===== src/rtl/fetch_decode_pkg.sv =====
// Shared definitions for the fetch/decode front end: widths, opcodes,
// instruction field positions and the fetch FSM encoding.
package fetch_decode_pkg;

    localparam int PC_W    = 5;
    localparam int INSTR_W = 16;

    localparam logic [PC_W-1:0] RESET_PC = 5'd0;

    localparam logic [3:0] OP_ADD  = 4'h0;
    localparam logic [3:0] OP_SUB  = 4'h1;
    localparam logic [3:0] OP_AND  = 4'h2;
    localparam logic [3:0] OP_OR   = 4'h3;
    localparam logic [3:0] OP_XOR  = 4'h4;
    localparam logic [3:0] OP_LD   = 4'h5;
    localparam logic [3:0] OP_ST   = 4'h6;
    localparam logic [3:0] OP_JMP  = 4'hE;
    localparam logic [3:0] OP_HALT = 4'hF;

    localparam int OPC_HI   = 15;
    localparam int OPC_LO   = 12;
    localparam int AM_BIT   = 11;
    localparam int RD_HI    = 10;
    localparam int RD_LO    = 8;
    localparam int RS1_HI   = 7;
    localparam int RS1_LO   = 5;
    localparam int RS2_HI   = 4;
    localparam int RS2_LO   = 2;
    localparam int MADDR_HI = 4;
    localparam int MADDR_LO = 0;

    typedef enum logic [2:0] {
        ST_IDLE,
        ST_FETCH,
        ST_WAIT,
        ST_ISSUE,
        ST_HALTED
    } fd_state_t;

    typedef struct packed {
        logic [3:0] opcode;
        logic       am;
        logic [2:0] rd;
        logic [2:0] rs1;
        logic [2:0] rs2;
        logic [4:0] mem_addr;
    } instr_fields_t;

    // JMP and HALT are resolved in the front end and never reach execute
    function automatic logic is_local_op(input logic [3:0] op);
        return (op == OP_JMP) || (op == OP_HALT);
    endfunction

    function automatic logic [PC_W-1:0] pc_increment(input logic [PC_W-1:0] pc);
        return pc + PC_W'(1);
    endfunction

endpackage


===== src/rtl/fetch_decode_field_split.sv =====
// Purely combinational split of an instruction word into its decode fields.
module fetch_decode_field_split
    import fetch_decode_pkg::*;
(
    input  logic [INSTR_W-1:0] instr,
    output instr_fields_t      fields
);

    // mem_addr deliberately overlaps rs2; execute chooses between them using am
    assign fields.opcode   = instr[OPC_HI:OPC_LO];
    assign fields.am       = instr[AM_BIT];
    assign fields.rd       = instr[RD_HI:RD_LO];
    assign fields.rs1      = instr[RS1_HI:RS1_LO];
    assign fields.rs2      = instr[RS2_HI:RS2_LO];
    assign fields.mem_addr = instr[MADDR_HI:MADDR_LO];

endmodule


===== src/rtl/fetch_decode.sv =====
// Front-end stage: fetches instruction words, decodes them into fields and
// presents one instruction at a time to execute with a valid/stall handshake.
module fetch_decode
    import fetch_decode_pkg::*;
(
    input  logic               clk,
    input  logic               reset,
    input  logic               start,
    input  logic               stall,
    output logic               imem_rd_en,
    output logic [PC_W-1:0]    imem_addr,
    input  logic [INSTR_W-1:0] imem_data,
    output logic               issue_valid,
    output logic [3:0]         opcode,
    output logic               am,
    output logic [2:0]         rd,
    output logic [2:0]         rs1,
    output logic [2:0]         rs2,
    output logic [4:0]         mem_addr,
    output logic [PC_W-1:0]    instr_mem_addr,
    output logic               halted
);

    fd_state_t       state;
    fd_state_t       state_nxt;
    logic [PC_W-1:0] pc;
    logic [PC_W-1:0] pc_nxt;
    logic [PC_W-1:0] fetch_pc;
    logic [3:0]      ir_op;
    logic [4:0]      ir_target;
    instr_fields_t   data_fields;
    instr_fields_t   out_fields;

    fetch_decode_field_split u_field_split (
        .instr  (imem_data),
        .fields (data_fields)
    );

    always_ff @(posedge clk or negedge reset) begin
        if (!reset) begin
            state <= ST_IDLE;
            pc    <= RESET_PC;
        end else begin
            state <= state_nxt;
            pc    <= pc_nxt;
        end
    end

    always_comb begin
        state_nxt = state;
        pc_nxt    = pc;
        case (state)
            ST_IDLE: begin
                if (start) begin
                    pc_nxt    = RESET_PC;
                    state_nxt = ST_FETCH;
                end
            end
            ST_FETCH: state_nxt = ST_WAIT;
            ST_WAIT:  state_nxt = ST_ISSUE;
            ST_ISSUE: begin
                if (ir_op == OP_JMP) begin
                    pc_nxt    = ir_target;
                    state_nxt = ST_FETCH;
                end else if (ir_op == OP_HALT) begin
                    state_nxt = ST_HALTED;
                end else if (!stall) begin
                    pc_nxt    = pc_increment(pc);
                    state_nxt = ST_FETCH;
                end
            end
            ST_HALTED: begin
                if (start) begin
                    pc_nxt    = RESET_PC;
                    state_nxt = ST_FETCH;
                end
            end
            default: state_nxt = ST_IDLE;
        endcase
    end

    // Only the opcode and jump target of the IR are needed once issued
    always_ff @(posedge clk or negedge reset) begin
        if (!reset) begin
            ir_op     <= '0;
            ir_target <= '0;
            fetch_pc  <= '0;
        end else if (state == ST_WAIT) begin
            ir_op     <= data_fields.opcode;
            ir_target <= data_fields.mem_addr;
            fetch_pc  <= pc;
        end
    end

    always_ff @(posedge clk or negedge reset) begin
        if (!reset) begin
            out_fields  <= '0;
            issue_valid <= 1'b0;
            halted      <= 1'b0;
        end else begin
            case (state)
                ST_WAIT: begin
                    out_fields  <= data_fields;
                    issue_valid <= !is_local_op(data_fields.opcode);
                end
                ST_ISSUE: begin
                    if (issue_valid && !stall) begin
                        issue_valid <= 1'b0;
                    end
                    if (ir_op == OP_HALT) begin
                        halted <= 1'b1;
                    end
                end
                ST_HALTED: begin
                    if (start) begin
                        halted <= 1'b0;
                    end
                end
                default: ;
            endcase
        end
    end

    assign imem_rd_en     = (state == ST_FETCH);
    assign imem_addr      = imem_rd_en ? pc : '0;
    assign opcode         = out_fields.opcode;
    assign am             = out_fields.am;
    assign rd             = out_fields.rd;
    assign rs1            = out_fields.rs1;
    assign rs2            = out_fields.rs2;
    assign mem_addr       = out_fields.mem_addr;
    assign instr_mem_addr = fetch_pc;

endmodule


===== config.mk =====
export PLATFORM = sky130hd
export DESIGN_NAME = fetch_decode
export DESIGN_NICKNAME = d
export VERILOG_FILES = /design/src/rtl/fetch_decode_pkg.sv /design/src/rtl/fetch_decode_field_split.sv /design/src/rtl/fetch_decode.sv
export SDC_FILE = /design/constraint.sdc
export NUM_CORES = 1
export LEC_CHECK = 0
export CAP_MARGIN = 20
export CORE_MARGIN = 1
export CORE_UTILIZATION = 25
export DETAILED_ROUTE_END_ITERATION = 8
export PLACE_DENSITY_LB_ADDON = 0.25
export SETUP_SLACK_MARGIN = 0.2
export SLEW_MARGIN = 20
export SYNTH_ARGS = -nofsm -noshare
export SYNTH_HDL_FRONTEND = slang
export SYNTH_SLANG_ARGS = --single-unit

===== constraint.sdc =====
create_clock -name clk -period 3.4 [get_ports clk]
set_clock_uncertainty 0.2 [all_clocks]
set_input_delay 0.68 -clock clk [delete_from_list [all_inputs] [get_ports clk]]
set_output_delay 0.68 -clock clk [all_outputs]
set_load 0.05 [all_outputs]

# Yosys cells after proc, flatten, opt, wreduce, memory -nomap -nowiden
# Index checks and enable logic that the tools add are counted.
# classes
shift	0
div_mod_pow	0
n_addsub	1
eq_ne	15
muxes	16
reduce_logical	13
n_mul	0
n_lt_le_gt_ge	0
n_bitwise	0
# ops
cell	count
$mux W5	5
$eq A4 B4 Y1 const B	4
$mux W3	4
$pmux W3 S4	1
$pmux W5 S2	1
$eq A3 B2 Y1 const B	2
$ne A2 B2 Y1 const B	3
$ne A3 B3 Y1 const B	2
$reduce_bool A2 Y1	3
$add A5 B1 Y5 const B	1
$ne A4 B4 Y1 const B	1
$pmux W1 S2	2
$reduce_and A2 Y1	2
$reduce_and A4 Y1	1
$eq A3 B1 Y1 const B	1
$eq A3 B3 Y1 const B	1
$logic_not A3 Y1	1
$mux W1	3
$reduce_and A3 Y1	1
$logic_not A1 Y1	2
$ne A2 B1 Y1 const B	1
$reduce_or A2 Y1	1
$logic_and A1 B1 Y1	1
$logic_or A1 B1 Y1	1
# word_totals
in_bits	20
mem_bits_ro	0
ram_bits	0
mem_count	0
latch_bits	0
ff_bits	34
wordCells	56

# Depth between registers and ports, before layout
# depth
ltp_word	5
ltp_mapped	5
ltp_nobuf	5

# Hierarchy
# Synthesis repeated with hierarchy kept, for this count alone.
# hier_totals
cells_unflattened	138
area_unflattened_um2	1682.9
# modules_own_cells
module	cells_each	area_each_um2	n_inst
fetch_decode	119	1540.2	1
fetch_decode_field_split	19	142.6	1

# Worst setup path before layout
# No wires, ideal clock.
# synth_timing
path_kind	register to output
from	register state[0]
to	output imem_addr[0]
setup_slack_ns	0.166
path_stages_with_launch	4
required_time_ns	2.520
arrival_ns	2.354
cell_sequence	dfrtp_1 -> buf_6 -> nor3b_1 -> and2_1
# synth_between
elab_chain_len	2
# synth_rtl
element	line	text
start, declared	fetch_decode.sv:24	fd_state_t state;
start signal, assigned	fetch_decode.sv:44	state <= state_nxt;
$eq A3 B1 Y1	fetch_decode.sv:124	assign imem_rd_en = (state == ST_FETCH);
named net imem_rd_en	fetch_decode.sv:10	output logic imem_rd_en,
$mux W5	fetch_decode.sv:125	assign imem_addr = imem_rd_en ? pc : '0;
end, declared	fetch_decode.sv:11	output logic [PC_W-1:0] imem_addr,
# The timed path passes the listed nets, and every way through them passes these cells.

# Worst setup path in the final report
# layout_timing
from	register state[0]
to	output imem_addr[2]
# layout_between
elab_chain_len	2
# layout_rtl
element	line
$eq A3 B1 Y1	fetch_decode.sv:124
$mux W5	fetch_decode.sv:125
# No other way between the ends.

==> impl_metrics.yaml <==
clocking:
  cts_root_buf: "clkbuf_8"
  cts_made_buffers: 5
  clk-insertion-delay-late_ns: 0.27
  cts_tree: "built"
  postCtsSetupRepairBufs: 0
  cts-htree-levels: 2
  path_clk_slew_ns: 0.06
  holdBufCountCts: 0
  cts_resized: 0
  cts_buffer_depth: 2
  clock-sinks: 31
synthesis:
  synth_top_family_by_area: "multiplexers"
  syn_nets: 137
  synth_top_cell_area_share_pct: 53.68
  synth_area_leader_cell: "dfrtp_1"
  synth_edf_count: 0
  synth_seq_cells: 31
  ys.flop_type: "dfrtp_1"
  yosys.area_share.simple_pct: 14.11
  synthTopCellsByArea: "dfrtp_1 (54%), mux2_2 (16%), buf_4 (2.6%)"
  synth_compound_area_share_pct: 9.610
  synthAdderAreaFrac_pct: 0.8658
  syn-mean-instance-area_sq_um: 12.46
  async_flop_share_pct: 100.0
  ys_types: 32
  synth_mux_area_share_pct: 17.06
  synth_seq_area_share_pct: 53.68
  synth_area_sq_mm: 0.001445
  synth_xor_area_share_pct: 0
  yosysWarnings: 0
  netlist_instances: 116
grt:
  grt_pass1_vias: 1141
  grt_overflow: 0
  grtUsageTotal_pct: 11.77
  antenna_found_initial: 0
  use_met3_pct: 3.605
  grt_max_degree: 32
  gr-max-usage-layer: "met2"
  grt_util_met2_pct: 19.82
  gr-usage-met1_pct: 14.56
  grt_pass1_wl_um: 5589
worst_setup_path:
  crit_path_start_kind: "flop"
  critPathKind: "flop to output port"
  worst_r2r_startpoint: "state[2]"
  critPathCaptureType: "output port"
  startpoint: "state[0]"
  arrival_ns: 2.19
  r2r_cells: 4
  crit_fanout: 10
  required_ns: 2.52
sta:
  layout_setup_ws_ns: 0.3272
  worst-slew-pin-transition_ns: 0.5192
  setup_tns_ns: 0
  grt_setup_unrepaired: "false"
  drv_slew: 0
  period_needed_ns: 3.073
  fmax_ghz: 0.3254
  finalCritPeriodShare_pct: 90.38
  setup_viol: 0
  slew_headroom_pct: 65.28
  final_hold_viol_count: 0
final_layout:
  final_cell_mix: "clkdlybuf4s50_1 (51), dfrtp_1 (31), mux2_2 (21)"
  layout.nets: 190
  layout.cells.non_filler: 240
  final_common_cell: "clkdlybuf4s50_1"
  insertedDiodeCount: 0
  syn_to_final_growth_pct: 43.98
  drive_gt1_share_pct: 20.24
  fillers: 551
run:
  drv_cap: 0
hold_path:
  hold_class: "flop to flop"
  min_from: "halted"
  whs_path_depth: 2
route:
  drtAntennaViolNets: 0
  vias: 1064
  initialDrtViolationCount: 49
  avgViaCountPerCell: 4.433
  first_pass_iters: 4
  wl_per_cell_um: 13.43
  route.detailed.drc: 0
  drt_wl_total_um: 3222
floorplan:
  ios: 52
  core_area_sq_mm: 0.005540
  die_h_um: 78.03
  dieArea_sq_mm: 0.006089
  num_rows: 27
  initial_core_util_pct: 26.08
  die_w_um: 78.03
placed_design:
  dp_slack_ns: 0.5970
  port_buffers: 51
  place.gp.congestion: 0.6889
  dpl.hpwl_um: 2387
  dp.cells: 234
status:
  status: "finished, final reports clean"
## sequential cells by signal (all words and copies together), names as in the netlist
register / count
am: 1
rs2: 3
pc: 5
state: 3
issue_valid: 1
opcode: 4
halted: 1
rs1: 3
mem_addr: 2
rd: 3
instr_mem_addr: 5
## Yosys cell counts (2+ instances only)
library cell and number:
and2_1 5, nand2_1 9, buf_4 5, and3_1 3
mux2_2 21, o2bb2ai_1 2, nand3_1 3, a211o_1 3
inv_1 2, nor2_1 6, buf_6 2, o21ai_0 2
dfrtp_1 31, a21oi_1 4
## metal layers
layer / wire [um] / vias to the layer above
met3: 143 / 5
met5: 0 / -
li1: - / 514
met2: 1604 / 26
met4: 25 / 0
met1: 1449 / 519
## final timing paths
path                                endpoint  slack, ns
worst max-delay path            imem_addr[2]       0.33
worst min-delay path                  halted       0.30
worst max register to register   mem_addr[0]       1.41
worst min register to register        halted       0.30
max in group asynchronous                 am       2.10
min in group asynchronous             halted       0.61
## layout make-up
| type | instances | area [sq um] | area share, % |
|---|---|---|---|
| timing repair buffer | 53 | 525.5 | 25.26 |
| tap | 72 | 90.09 | 4.330 |
| multi-input combinational | 76 | 609.3 | 29.28 |
| inverter | 2 | 7.507 | 0.3608 |
| clock buffer | 6 | 72.57 | 3.488 |
| sequential | 31 | 775.7 | 37.28 |
## worst max-delay path: stages (launching register included)
cell and delay (ns):
dfrtp_1 0.54, nor3b_2 0.39, and2_1 0.18, clkdlybuf4s50_1 0.80
## kinds of logic (layout without fill, tap and decap cells)
logic type / count (synthesis) / count (layout)
AND/OR/NAND/NOR: 37 / 37
AO/OA/AOI/OAI: 16 / 16
adder cells (fa/ha/maj): 1 / 1
buffers and inverters: 9 / 61
flip-flops: 31 / 31
multiplexers: 22 / 22
## stage by stage
step / hold slack, ns / utilization [%] / instance area [sq um]
final: 0.2998 / 37.56 / 2081
after global routing: 0.3250 / 37.56 / 2081
after CTS: 0.3044 / 37.56 / 2081
after detailed placement: 0.2879 / 36.25 / 2008
after global placement: 0.2849 / 36.25 / 2008
after floorplan: 0.1844 / - / 1450
Power is left out: the tool's default activity adds up to more than one toggle a clock period on the data nets, which glitch-free logic cannot reach.
